## src/rtl/fp_share_pkg.sv

```systemverilog
// Shared constants and the truncated single-precision multiply used by the
// shared multiplier controller.
package fp_share_pkg;

  localparam int unsigned FP_W     = 32;
  localparam int unsigned EXP_W    = 8;
  localparam int unsigned MAN_W    = 23;
  localparam int unsigned MAN_KEEP = 14;
  localparam int unsigned BIAS     = 127;
  localparam int unsigned PROD_W   = 2 * MAN_KEEP;

  // Reduced-precision multiply: top 13 fraction bits per operand, no rounding,
  // exponent wraps on overflow/underflow.
  function automatic logic [FP_W-1:0] fp_mul_trunc(input logic [FP_W-1:0] a,
                                                   input logic [FP_W-1:0] b,
                                                   input logic            zero_flush);
    logic                sign;
    logic [EXP_W-1:0]    ea;
    logic [EXP_W-1:0]    eb;
    logic [MAN_KEEP-1:0] ma;
    logic [MAN_KEEP-1:0] mb;
    logic [PROD_W-1:0]   p;
    logic [EXP_W:0]      exp9;
    logic [MAN_W-1:0]    man;
    sign = a[FP_W-1] ^ b[FP_W-1];
    ea   = a[FP_W-2 -: EXP_W];
    eb   = b[FP_W-2 -: EXP_W];
    ma   = {1'b1, a[MAN_W-1 -: MAN_KEEP-1]};
    mb   = {1'b1, b[MAN_W-1 -: MAN_KEEP-1]};
    p    = PROD_W'(ma) * PROD_W'(mb);
    if (p[PROD_W-1]) begin
      exp9 = {1'b0, ea} + {1'b0, eb} - (EXP_W+1)'(BIAS - 1);
      man  = p[PROD_W-2 -: MAN_W];
    end else begin
      exp9 = {1'b0, ea} + {1'b0, eb} - (EXP_W+1)'(BIAS);
      man  = p[PROD_W-3 -: MAN_W];
    end
    if (zero_flush && ((ea == '0) || (eb == '0))) begin
      return {sign, (FP_W-1)'(0)};
    end
    return {sign, exp9[EXP_W-1:0], man};
  endfunction

endpackage

```

## src/rtl/rr_arbiter.sv

```systemverilog
// Combinational round-robin arbiter: first active request at or after rr_ptr,
// wrapping modulo N.
module rr_arbiter #(
  parameter int unsigned N    = 4,
  parameter int unsigned ID_W = 2
) (
  input  logic [N-1:0]    req,
  input  logic [ID_W-1:0] rr_ptr,
  input  logic            enable,
  output logic [N-1:0]    gnt,
  output logic [ID_W-1:0] gnt_id
);

  logic        found;
  int unsigned idx;

  always_comb begin
    gnt    = '0;
    gnt_id = '0;
    found  = 1'b0;
    idx    = 0;
    for (int unsigned k = 0; k < N; k++) begin
      idx = (int'(rr_ptr) + k) % N;
      if (enable && !found && req[idx]) begin
        gnt[idx] = 1'b1;
        gnt_id   = ID_W'(idx);
        found    = 1'b1;
      end
    end
  end

endmodule

```

## src/rtl/fp_mul_share_ctrl.sv

```systemverilog
// One truncated float multiplier shared by N_REQ requesters: round-robin
// grant, operand stage A, result stage B with backpressure.
module fp_mul_share_ctrl
  import fp_share_pkg::*;
#(
  parameter int unsigned N_REQ      = 4,
  parameter int unsigned ID_W       = 2,
  parameter bit          ZERO_FLUSH = 1'b1
) (
  input  logic                  clk,
  input  logic                  rst_n,
  input  logic [N_REQ-1:0]      req_valid,
  input  logic [FP_W*N_REQ-1:0] req_a,
  input  logic [FP_W*N_REQ-1:0] req_b,
  output logic [N_REQ-1:0]      req_ready,
  output logic                  resp_valid,
  input  logic                  resp_ready,
  output logic [FP_W-1:0]       resp_data,
  output logic [ID_W-1:0]       resp_id,
  output logic                  busy
);

  logic             a_valid;
  logic [FP_W-1:0]  a_op_a;
  logic [FP_W-1:0]  a_op_b;
  logic [ID_W-1:0]  a_id;
  logic [ID_W-1:0]  rr_ptr;

  logic             b_load_c;
  logic             a_adv_c;
  logic             a_load_c;
  logic             accept_c;
  logic [N_REQ-1:0] gnt_c;
  logic [ID_W-1:0]  gnt_id_c;
  logic [FP_W-1:0]  sel_a_c;
  logic [FP_W-1:0]  sel_b_c;

  assign b_load_c = ~resp_valid | resp_ready;
  assign a_adv_c  = a_valid & b_load_c;
  assign a_load_c = ~a_valid | a_adv_c;

  rr_arbiter #(
    .N    (N_REQ),
    .ID_W (ID_W)
  ) u_arb (
    .req    (req_valid),
    .rr_ptr (rr_ptr),
    .enable (a_load_c),
    .gnt    (gnt_c),
    .gnt_id (gnt_id_c)
  );

  assign req_ready = gnt_c;
  assign accept_c  = |gnt_c;
  assign busy      = a_valid | resp_valid;

  // One-hot operand select driven by the grant vector.
  always_comb begin
    sel_a_c = '0;
    sel_b_c = '0;
    for (int unsigned i = 0; i < N_REQ; i++) begin
      if (gnt_c[i]) begin
        sel_a_c = sel_a_c | req_a[i*FP_W +: FP_W];
        sel_b_c = sel_b_c | req_b[i*FP_W +: FP_W];
      end
    end
  end

  always_ff @(posedge clk or negedge rst_n) begin
    if (!rst_n) begin
      a_valid <= 1'b0;
      a_op_a  <= '0;
      a_op_b  <= '0;
      a_id    <= '0;
      rr_ptr  <= '0;
    end else begin
      if (accept_c) begin
        a_valid <= 1'b1;
        a_op_a  <= sel_a_c;
        a_op_b  <= sel_b_c;
        a_id    <= gnt_id_c;
        rr_ptr  <= (gnt_id_c == ID_W'(N_REQ - 1)) ? '0 : gnt_id_c + ID_W'(1);
      end else if (a_adv_c) begin
        a_valid <= 1'b0;
      end
    end
  end

  // Result stage keeps data/id untouched when it empties or stalls.
  always_ff @(posedge clk or negedge rst_n) begin
    if (!rst_n) begin
      resp_valid <= 1'b0;
      resp_data  <= '0;
      resp_id    <= '0;
    end else if (b_load_c) begin
      resp_valid <= a_valid;
      if (a_valid) begin
        resp_data <= fp_mul_trunc(a_op_a, a_op_b, ZERO_FLUSH);
        resp_id   <= a_id;
      end
    end
  end

endmodule

```

## config.mk

```make
export PLATFORM = sky130hd
export DESIGN_NAME = fp_mul_share_ctrl
export DESIGN_NICKNAME = d
export VERILOG_FILES = /design/src/rtl/fp_share_pkg.sv /design/src/rtl/rr_arbiter.sv /design/src/rtl/fp_mul_share_ctrl.sv
export SDC_FILE = /design/constraint.sdc
export NUM_CORES = 1
export LEC_CHECK = 0
export CAP_MARGIN = 20
export CORE_UTILIZATION = 32
export CTS_BUF_LIST = sky130_fd_sc_hd__clkbuf_16
export CTS_CLUSTER_SIZE = 10
export DETAILED_ROUTE_END_ITERATION = 8
export DONT_BUFFER_PORTS = 1
export SLEW_MARGIN = 5
export SYNTH_ARGS = -nofsm -noshare
export SYNTH_HDL_FRONTEND = slang
export SYNTH_SLANG_ARGS = --single-unit
```

## constraint.sdc

```tcl
create_clock -name clk -period 17.9 [get_ports clk]
set_input_delay 3.58 -clock clk [delete_from_list [all_inputs] [get_ports clk]]
set_output_delay 3.58 -clock clk [all_outputs]
set_load 0.05 [all_outputs]
```

Word-level counts from Yosys, hierarchy flattened
Index checks and enable logic that the tools add are counted.
W data, S select, Z words.

word-level totals
  register bits after elaboration = 104
  input bits = 263
  word-level logic and storage cells = 106

cells by class
  add/subtract/negate cells = 7
  $mul = 1
  order comparisons = 8
  equal/unequal tests = 1
  mux-type cells = 45
  bitwise logic cells = 16
  reductions and logical operators = 20

operator list
  kind                   count
  $mux W32               10
  $or A32 B32 Y32        6
  $mul A14 B14 Y28       1
  $mux W23               1
  $logic_not A8 Y1       2
  $mux W1                16
  $mux W4                4
  $sub A8 B7 Y8 const B  2
  $lt A2 B3 Y1 const B   4
  $or A4 B4 Y4           3
  $logic_and A1 B1 Y1    11
  $mux W2                5
  $add A8 B8 Y8          1
  $bmux W1 S2            4
  $demux W1 S2           4
  $ge A2 B1 Y1 const B   4
  $mux W8                1
  $add A2 B1 Y2 const B  2
  $add A2 B2 Y2 const B  2
  $reduce_or A4 Y1       1
  $logic_not A1 Y1       3
  $or A1 B1 Y1           3
  $eq A2 B2 Y1 const B   1
  $not A1 Y1             2
  5 further kinds        5

Logic depth before layout (Yosys ltp)
Gate-level depths: netlist of the first run.

  depth in word-level cells = 25
  gate-level depth with buffers = 25
  depth with buffers taken out = 24

Cells and area by module
Synthesis of the first run repeated with hierarchy kept, for this count alone.

second synthesis, totals
  cells, all modules = 1316
  area, all modules = 11673.7 um^2

by module, submodules not included
  module             times used  cells an instance  area an instance (um^2)  sequential area each (um^2)
  fp_mul_share_ctrl  1           1247               11110.7                  2102.0
  rr_arbiter         1           69                 563.0                    0.0

Worst setup path after synthesis of the first run
No wires, ideal clock.

  path type = input to output
  start point = input req_valid[2]
  end point = output req_ready[1]
  arrival time = 5.631 ns
  data required time = 14.320 ns
  path slack = 8.689 ns
  stages on the path = 6
  cell sequence = mux4_2 > or2_2 > a21oi_1 > a222oi_1 > nand2_1 > clkbuf_1

on the way
  cells in the longest elaborated chain, start to end = 16
  elaborated cells on any way between the ends = 28
  classes of those cells = mux (15); bitwise (3); reduce/logical (10)

RTL lines
  element                           RTL line                 source
  from (decl)                       fp_mul_share_ctrl.sv:12  input logic [N_REQ-1:0] req_valid,
  $bmux W1 S2                       rr_arbiter.sv:24         if (enable && !found && req[idx]) begin
  $mux W1 (not written as such)     rr_arbiter.sv:24
  $logic_and A1 B1 Y1               rr_arbiter.sv:24
  $mux W1                           rr_arbiter.sv:24
  $logic_not A1 Y1                  rr_arbiter.sv:24
  $logic_and A1 B1 Y1 (2 in a row)  rr_arbiter.sv:24
  $mux W1                           rr_arbiter.sv:24
  $logic_not A1 Y1                  rr_arbiter.sv:24
  $logic_and A1 B1 Y1 (2 in a row)  rr_arbiter.sv:24
  $mux W1                           rr_arbiter.sv:24
  $logic_not A1 Y1                  rr_arbiter.sv:24
  $logic_and A1 B1 Y1 (2 in a row)  rr_arbiter.sv:24
  $mux W4 *                         rr_arbiter.sv:24
  to (decl)                         fp_mul_share_ctrl.sv:15  output logic [N_REQ-1:0] req_ready,

Every way passes the cells marked *; elsewhere a longest branch is shown, timed or not. The select of a mux whose other input is x is not followed.

Final worst setup path of the first run
  start point = input req_valid[2]
  end point = output req_ready[3]

The elaborated chain is that of the path after synthesis.

==> results of run 1 <==
## critical path, stage by stage
cell,delay (ps)
mux4_2,470
or2_2,320
a21oi_1,390
a222oi_1,190
nand2_2,850
## placed cells by master (no fill, tap or decap), types with 4 or more instances in the layout
cell type  Yosys  routed
buf_4          0       9
nor2_1        81      81
nand2_1      144     140
fa_1         142     142
a22oi_1       89      89
a21o_1        13      13
nand3_1        5       5
diode_2        0       4
o21a_1         7       7
clkbuf_16      0       9
nand2b_1       9       9
xnor2_1       23      23
ha_1         106     106
and2_1        63      63
nor3_1         6       6
dfrtp_1       84      84
inv_1        191     191
a21oi_1       34      34
o211ai_1       6       6
nor4_1         5       5
a31oi_1       49      49
o21ai_0       45      45
xor2_1        17      17
and3_1         6       6
nand2_2        0       4
mux2i_1       23      23
a222oi_1       4       4
## worst paths after layout
path	slack, ps	cells after the start	endpoint
setup reg to reg	10590	21	resp_data[7]$_DFFE_PN0P_
hold / removal	520	1	a_id[0]$_DFFE_PN0P_
hold reg to reg	520	1	a_id[0]$_DFFE_PN0P_
min in group asynchronous	2910	0	resp_data[9]$_DFFE_PN0P_
max in group asynchronous	14790	0	a_op_b[16]$_DFFE_PN0P_
setup / recovery	8470	5	req_ready[3]
## cell families after synthesis
| logic type | Yosys count | share of synthesized area [%] |
|---|---|---|
| AO/OA/AOI/OAI | 282 | 16.8 |
| XOR/XNOR | 40 | 3.09 |
| adder cells (fa/ha/maj) | 248 | 36.7 |
| buffers and inverters | 252 | 8.78 |
| flip-flops | 84 | 18.5 |
| multiplexers | 29 | 2.79 |
| AND/OR/NAND/NOR | 333 | 13.3 |
## sequential cells by signal, indices dropped and copies added, names as in the netlist, named ones only
name / flops
a_id: 2
a_op_a: 22
a_op_b: 22
a_valid: 1
resp_data: 32
resp_id: 2
resp_valid: 1
rr_ptr: 1
## area by class of cell
cell class / count / area share [%]
well taps: 455 / 4.72
multi-input cells: 932 / 68.6
repair buffers: 9 / 0.560
inverters: 191 / 5.94
clock buffers: 9 / 1.87
clock inverters: 7 / 0.850
flip-flops and latches: 84 / 17.4
diodes: 4 / 0.0830
## routing by layer
layer,share of wire (%),global-route usage (%)
met1,43,23.6
met2,49,31.0
met3,5.8,3.04
met4,2.7,6.00
met5,0,0
## stage by stage
stage / std cells / area [µm²]
after floorplan: 1268 / 11400
after global placement: 1671 / 11700
after detailed placement: 1671 / 11700
after CTS: 1687 / 12100
after global routing: 1691 / 12100
final: 1691 / 12100
==> out/metrics.yaml, run 1 <==
status:
  status: "finished, final reports clean"
logic_synthesis:
  netlist_area_um2: 11400
  ys_top_cells_by_count: "inv_1 (191), nand2_1 (144), fa_1 (142)"
  syn_avg_cell_area_um2: 8.95
  synth.distinct_cells: 57
  netlist_instances: 1268
  ys_seq_area_share_pct: 18.5
  yosysTopAreaCellShare_pct: 25.0
  syn_nets: 1779
  synthArstFlopShare_pct: 100
  synthFlopType: "dfrtp_1"
  yosysTopAreaCell: "fa_1"
  ys_warn_count: 0
  ys_ff_latch: 84
  yosysMostFrequentCell: "inv_1"
  synth_area_leaders: "fa_1 (25%), dfrtp_1 (19%), ha_1 (12%)"
  synth-edff-count: 0
setup_path:
  worstSetupStartpoint: "req_valid[2]"
  rr_startpoint: "a_op_a[19]$_DFFE_PN0P_"
  path_max_fanout: 46
  criticalPathCategory: "input pin to output pin"
  critPathLaunchType: "input pin"
  crit_arrival_ps: 5850
  critPathRequiredTime_ps: 14320
  cp-end-kind: "output pin"
clock_network:
  h-tree-depth: 3
  cts_sinks: 84
  clkTransAtPathRegs_ps: 70
  hold_buffers: 0
  clockRootBuffer: "clkbuf_16"
  cts_buffers: 9
  post_cts_buffers: 0
  ctsResizeCount: 0
  clk_latency_ps: 360
  cts_max_path_buffers: 2
  cts_tree: "yes"
cells_and_area:
  fillCellCount: 3613
  multiInputGateArea_um2: 8270
  final_util_pct: 34.8
  nNetsFinal: 1738
  area_delta_synth_final_pct: 6.28
  drive_above_1_share_pct: 3.57
  seqCellArea_um2: 2100
timing:
  worst_slack_ps: 8470
  min_period_ps: 9430
  period_share_pct: 52.7
  setup_violations: 0
  fin_skew_ps: 14.6
  hold_ws_ps: 522
  fin_setup_tns_ps: 0
  hold_viol_final: 0
  tightest_slew_ps: 1140
  drv_slew: 0
  relSlewSlack_pct: 23.4
  rsz0062_at_grt: "no"
  max_freq_mhz: 106
routing:
  wl_per_cell_um: 19.1
  drc: 0
  via_per_inst: 5.28
  routed_wl_um: 32400
  drt-pass1-iter-count: 5
  ant_nets: 0
  vias: 8934
  drt_iter0_markers: 453
min_path:
  worstHoldStart: "a_id[0]$_DFFE_PN0P_"
  hp-class: "flip-flop to flip-flop"
die:
  die_w_um: 190
  die_h_um: 190
  fp.dieArea_um2: 36200
  rows: 68
  start_util_pct: 32.7
  core-area_um2: 34700
  ios: 303
global_route:
  gr-usage-all-layers_pct: 18.3
  grt_first_pass_wirelength_um: 50800
  overflow: 0
  antenna_found_initial: 4
  grt_pass1_vias: 8982
  grt_max_degree: 85
place:
  gp_congestion: 0.901
  port_buffers: 0
  post-dp-hpwl_um: 26400
  pre_cts_slack_ps: 8510
job:
  drv_cap: 0
Power of run 1 is not shown: default switching activity piles up to over one toggle a cycle in this logic, so the estimate is an artifact.
==> run 2: changes to the inputs <==
==> constraint.sdc (replaced) <==
create_clock -name clk -period 7.6 [get_ports clk]
set_input_delay 1.52 -clock clk [delete_from_list [all_inputs] [get_ports clk]]
set_output_delay 1.52 -clock clk [all_outputs]
set_load 0.05 [all_outputs]
==> run 2 against run 1 <==
- sequential share of layout area down 0.11 points
- cell count is 0.71% higher
- critical path type is now flip-flop to flip-flop
- critical endpoint is now resp_data[7]$_DFFE_PN0P_
- utilization increased by 0.23 points
==> out/metrics.yaml, run 2 (synthesis results as in run 1) <==
timing:
  hold_viol_final: 0  # unchanged
  worst_slack_ps: 539  # was 8470 ps
  period_share_pct: 92.9
  hold_ws_ps: 530  # was 522 ps
  drv_slew: 0  # unchanged
  fin_skew_ps: 10.3  # was 14.6 ps
  max_freq_mhz: 142
  tightest_slew_ps: 927  # was 1140 ps
  min_period_ps: 7060
  setup_violations: 0  # unchanged
  rsz0062_at_grt: "no"  # unchanged
  fin_setup_tns_ps: 0  # unchanged
  relSlewSlack_pct: 38.1  # was 23.4%
global_route:
  grt_max_degree: 95  # was 85
  antenna_found_initial: 2  # was 4
  grt_pass1_vias: 9171  # was 8982
  overflow: 0  # unchanged
  gr-usage-all-layers_pct: 18.7  # was 18.3%
  grt_first_pass_wirelength_um: 51800  # was 50800 µm
clock_network:
  cts_sinks: 84  # unchanged
  clkTransAtPathRegs_ps: 70  # about the same
  clockRootBuffer: "clkbuf_16"  # unchanged
  cts_buffers: 9  # unchanged
  cts_max_path_buffers: 2  # unchanged
  clk_latency_ps: 360  # about the same
  post_cts_buffers: 0  # unchanged
  hold_buffers: 0  # unchanged
  ctsResizeCount: 0  # unchanged
  cts_tree: "yes"  # unchanged
  h-tree-depth: 3  # unchanged
routing:
  drt_iter0_markers: 441  # was 453
  wl_per_cell_um: 19.4  # was 19.1 µm
  vias: 8974  # was 8934
  via_per_inst: 5.27  # was 5.28
  ant_nets: 0  # unchanged
  drc: 0  # unchanged
  drt-pass1-iter-count: 5  # unchanged
  routed_wl_um: 33100  # was 32400 µm
min_path:
  worstHoldStart: "a_valid$_DFFE_PN0P_"  # was a_id[0]$_DFFE_PN0P_
  hp-class: "flip-flop to flip-flop"  # unchanged
  worst_hold_path.num_cells: 1  # unchanged
  hold_path_end: "resp_valid$_DFFE_PN0P_"  # was a_id[0]$_DFFE_PN0P_
cells_and_area:
  final_cell_mix: "inv_1 (191), fa_1 (142), nand2_1 (140)"  # unchanged
  seqCellArea_um2: 2100  # about the same
  top_register: "resp_data"  # unchanged
  stdcell_count: 1703  # was 1691
  drive_above_1_share_pct: 4.65  # was 3.57%
  multiInputGateArea_um2: 8270  # unchanged
  reg_top3: "resp_data (32), a_op_a (22), a_op_b (22)"  # unchanged
  largest_reg_flops: 32  # unchanged
  final_common_cell: "inv_1"  # unchanged
  fillCellCount: 3633  # was 3613
  area_delta_synth_final_pct: 7.00  # was 6.28%
  nNetsFinal: 1752  # was 1738
die:
  rows: 68  # unchanged
  die_h_um: 190  # unchanged
  core-area_um2: 34700  # unchanged
  fp.dieArea_um2: 36200  # unchanged
  start_util_pct: 32.7  # unchanged
  die_w_um: 190  # unchanged
  ios: 303  # unchanged
job:
  drv_cap: 0  # unchanged
place:
  port_buffers: 0  # unchanged
  pre_cts_slack_ps: 406  # was 8510 ps
  post-place-cells: 1684  # was 1671
  post-dp-hpwl_um: 27200  # was 26400 µm
  gp_congestion: 0.879  # was 0.901
setup_path:
  cp-end-kind: "flip-flop"  # was output pin
  crit_arrival_ps: 7370  # was 5850 ps
  critPathLaunchType: "flip-flop"  # was input pin
  critPathRequiredTime_ps: 7900  # was 14320 ps
  worstRegToRegCells: 21  # unchanged
  rr_startpoint: "a_op_b[13]$_DFFE_PN0P_"  # was a_op_a[19]$_DFFE_PN0P_
  ff2ff_setup_slack_ps: 540  # was 10590 ps
  timing.rr.end: "resp_data[7]$_DFFE_PN0P_"  # unchanged
  path_max_fanout: 31  # was 46
  criticalPathCategory: "flip-flop to flip-flop"  # was input pin to output pin
status:
  status: "finished, final reports clean"  # unchanged
[run 2: through the flow]
step / utilization [%] / instance area (µm²)
after floorplan: - / 11400
after global placement: 34.1 / 11800
after detailed placement: 34.1 / 11800
after CTS: 34.9 / 12100
after global routing: 35.0 / 12100
final: 35.0 / 12100
[run 2: worst max path at each step]
stage | startpoint | end | slack [ps]
2_1_floorplan | a_op_a[17]$_DFFE_PN0P_ | resp_data[12]$_DFFE_PN0P_ | 1210
3_3_place_gp | a_op_a[16]$_DFFE_PN0P_ | resp_data[7]$_DFFE_PN0P_ | 440
3_5_place_dp | a_op_a[16]$_DFFE_PN0P_ | resp_data[7]$_DFFE_PN0P_ | 410
4_1_cts | a_op_a[16]$_DFFE_PN0P_ | resp_data[7]$_DFFE_PN0P_ | 370
5_1_grt | a_op_b[12]$_DFFE_PN0P_ | resp_data[7]$_DFFE_PN0P_ | 180
6_report | a_op_b[13]$_DFFE_PN0P_ | resp_data[7]$_DFFE_PN0P_ | 540
[run 2: layout make-up]
cell class	instances	share of cell area, %
tap	455	4.69
sequential	84	17.3
timing repair buffer	23	1.63
multi-input combinational	932	68.1
clock buffer	9	1.85
inverter	191	5.90
clock inverter	7	0.474
antenna	2	0.0412
[run 2: worst max-delay path: stages (launching register included)]
cell	delay (ps)
dfrtp_1	590
and2_1	290
fa_1	500
inv_1	50
fa_1	480
inv_1	60
fa_1	480
fa_1	500
fa_1	490
inv_1	70
fa_1	480
inv_1	40
ha_1	340
and3_1	240
a211oi_1	380
a21boi_0	320
a211oi_1	170
or2_2	350
a211oi_4	330
buf_12	260
mux2i_1	370
a22o_1	180
[run 2: per-layer routing]
| layer | up-vias | routed length [µm] | GRT usage [%] | part of all wire (%) |
|---|---|---|---|---|
| met5 | - | 0 | 0 | 0 |
| met4 | 0 | 917 | 6.15 | 2.8 |
| met3 | 48 | 1800 | 3.66 | 5.4 |
| met2 | 293 | 16200 | 31.8 | 49 |
| met1 | 4455 | 14200 | 23.5 | 43 |
| li1 | 4178 | - | - | - |
Power of run 2 is left out for the same reason.
==> run 3: changes to the inputs <==
--- a/config.mk
+++ b/config.mk
@@ -5,8 +5,8 @@
 export SDC_FILE = /design/constraint.sdc
 export NUM_CORES = 1
 export LEC_CHECK = 0
-export CAP_MARGIN = 20
-export CORE_UTILIZATION = 32
+export CAP_MARGIN = 40
+export CORE_UTILIZATION = 45
 export CTS_BUF_LIST = sky130_fd_sc_hd__clkbuf_16
 export CTS_CLUSTER_SIZE = 10
 export DETAILED_ROUTE_END_ITERATION = 8
==> run 3 against run 2 <==
- flip-flop and latch count unchanged
- maximum frequency decreased by 0.93%
- global-route usage increased by 5.5 points
- critical path depth decreased by 1
- wire length decreased by 8.2%
- first-iteration DRC count increased by 3.2%
- non-clock buffer count unchanged
- cell area decreased by 1.1%
- via count decreased by 0.19%
- clock skew about the same
- cell count decreased by 7.8%
- critical path type unchanged
==> out/metrics.yaml, run 3 (synthesis results as in run 1) <==
timing:
  max_freq_mhz: 140  # was 142 MHz
  rsz0062_at_grt: "no"  # unchanged
  hold_viol_final: 0  # unchanged
  relSlewSlack_pct: 50.5  # was 38.1%
  drv_slew: 0  # unchanged
  fin_skew_ps: 10.7  # was 10.3 ps
  min_period_ps: 7130  # was 7060 ps
  tightest_slew_ps: 743  # was 927 ps
  setup_violations: 0  # unchanged
  period_share_pct: 93.8  # was 92.9%
  hold_ws_ps: 510  # was 530 ps
  fin_setup_tns_ps: 0  # unchanged
  worst_slack_ps: 472  # was 539 ps
die:
  ios: 303  # unchanged
  rows: 57  # was 68
  die_h_um: 161  # was 190 µm
  core-area_um2: 24500  # was 34700 µm²
  start_util_pct: 46.3  # was 32.7%
  fp.dieArea_um2: 25900  # was 36200 µm²
  die_w_um: 161  # was 190 µm
setup_path:
  timing.rr.end: "resp_data[7]$_DFFE_PN0P_"  # unchanged
  worstRegToRegCells: 20  # was 21
  crit_arrival_ps: 7420  # was 7370 ps
  critPathLaunchType: "flip-flop"  # unchanged
  criticalPathCategory: "flip-flop to flip-flop"  # unchanged
  critPathTopFamily: "adder cells"  # unchanged
  ff2ff_setup_slack_ps: 470  # was 540 ps
  path_max_fanout: 34  # was 31
  cp-end-kind: "flip-flop"  # unchanged
  cp_cell_sequence: "nand2_1 -> fa_1 -> fa_1 -> fa_1 -> inv_1 -> fa_1 -> fa_1 -> inv_1 -> fa_1 -> inv_1 -> ha_1 -> and3_1 -> a211oi_1 -> a21boi_0 -> a211oi_1 -> or2_2 -> a211oi_4 -> buf_12 -> mux2i_1 -> a22o_1"  # was and2_1 -> fa_1 -> inv_1 -> fa_1 -> inv_1 -> fa_1 -> fa_1 -> fa_1 -> inv_1 -> fa_1 -> inv_1 -> ha_1 -> and3_1 -> a211oi_1 -> a21boi_0 -> a211oi_1 -> or2_2 -> a211oi_4 -> buf_12 -> mux2i_1 -> a22o_1
  cpMaxStageDelayCell: "dfrtp_1"  # unchanged
  critPathRequiredTime_ps: 7890  # was 7900 ps
  rr_startpoint: "a_op_a[17]$_DFFE_PN0P_"  # was a_op_b[13]$_DFFE_PN0P_
  worst-path-buf-inv: 4  # was 5
  slowest_delay_ps: 820  # was 590 ps
  cp_common_cell: "fa_1"  # unchanged
clock_network:
  post_cts_buffers: 0  # unchanged
  h-tree-depth: 3  # unchanged
  cts_sinks: 84  # unchanged
  cts_tree: "yes"  # unchanged
  hold_buffers: 0  # unchanged
  cts_max_path_buffers: 2  # unchanged
  clk_latency_ps: 360  # about the same
  cts_buffers: 9  # unchanged
  clockRootBuffer: "clkbuf_16"  # unchanged
  ctsResizeCount: 0  # unchanged
  clkTransAtPathRegs_ps: 70  # about the same
routing:
  via_per_inst: 5.70  # was 5.27
  ant_nets: 0  # unchanged
  routed_wl_um: 30400  # was 33100 µm
  wl_per_cell_um: 19.3  # was 19.4 µm
  drt-pass1-iter-count: 5  # unchanged
  drt_iter0_markers: 455  # was 441
  drc: 0  # unchanged
  vias: 8957  # was 8974
min_path:
  hp-class: "flip-flop to flip-flop"  # unchanged
  worst_hold_path.num_cells: 1  # unchanged
  hold_path_end: "resp_id[1]$_DFFE_PN0P_"  # was resp_valid$_DFFE_PN0P_
  worstHoldStart: "a_id[1]$_DFFE_PN0P_"  # was a_valid$_DFFE_PN0P_
global_route:
  grt_first_pass_wirelength_um: 48900  # was 51800 µm
  gr-usage-all-layers_pct: 24.2  # was 18.7%
  grt_max_degree: 85  # was 95
  overflow: 0  # unchanged
  antenna_found_initial: 0  # was 2
  grt_pass1_vias: 9127  # was 9171
job:
  drv_cap: 0  # unchanged
place:
  gp_congestion: 0.848  # was 0.879
  post-dp-hpwl_um: 24500  # was 27200 µm
  port_buffers: 0  # unchanged
  pre_cts_slack_ps: 530  # was 406 ps
status:
  status: "finished, final reports clean"  # unchanged
cells_and_area:
  final_cell_mix: "inv_1 (193), fa_1 (142), nand2_1 (140)"  # was inv_1 (191), fa_1 (142), nand2_1 (140)
  reg_top3: "resp_data (32), a_op_a (22), a_op_b (22)"  # unchanged
  area_delta_synth_final_pct: 5.79  # was 7.00%
  top_register: "resp_data"  # unchanged
  largest_reg_flops: 32  # unchanged
  nNetsFinal: 1752  # unchanged
  drive_above_1_share_pct: 4.49  # was 4.65%
  final_common_cell: "inv_1"  # unchanged
  final_util_pct: 48.9  # was 35.0%
run 3: cell count changes in the layout (fill, tap and decap cells not counted), sizes merged:
cell | previous run | this run
bufinv | 0 | 2
clkinv | 2 | 1
diode | 2 | 1
inv | 195 | 194
run 3: worst max-delay path by stage:
stage | from | to | cells after the start
2_1_floorplan | a_op_a[17]$_DFFE_PN0P_ | resp_data[12]$_DFFE_PN0P_ | 21
3_3_place_gp | a_op_a[17]$_DFFE_PN0P_ | resp_data[7]$_DFFE_PN0P_ | 20
3_5_place_dp | a_op_a[17]$_DFFE_PN0P_ | resp_data[7]$_DFFE_PN0P_ | 20
4_1_cts | a_op_a[17]$_DFFE_PN0P_ | resp_data[7]$_DFFE_PN0P_ | 20
5_1_grt | a_op_a[16]$_DFFE_PN0P_ | resp_data[7]$_DFFE_PN0P_ | 24
6_report | a_op_a[17]$_DFFE_PN0P_ | resp_data[7]$_DFFE_PN0P_ | 20
run 3: layer usage:
layer  vias up  track usage [%]  wire length (µm)
li1       4191                -                 -
met1      4436             30.9             12900
met2       292             42.2             15300
met3        38             3.25              1470
met4         0             7.85               679
met5         -                0                 0
run 3: layout make-up:
| type | instances | area, µm² |
|---|---|---|
| diodes | 1 | 2.50 |
| fillers | 2380 | 12500 |
| inverters | 191 | 717 |
| well taps | 324 | 405 |
| clock buffers | 9 | 225 |
| repair buffers | 23 | 193 |
| clock inverters | 7 | 92.6 |
| multi-input cells | 932 | 8270 |
| flip-flops and latches | 84 | 2100 |
run 3: per-stage QoR:
| stage | instance area, µm² | instances |
|---|---|---|
| after floorplan | 11400 | 1268 |
| after global placement | 11700 | 1553 |
| after detailed placement | 11700 | 1554 |
| after CTS | 12000 | 1570 |
| after global routing | 12000 | 1570 |
| final | 12000 | 1571 |
Power of run 3 is left out for the same reason.
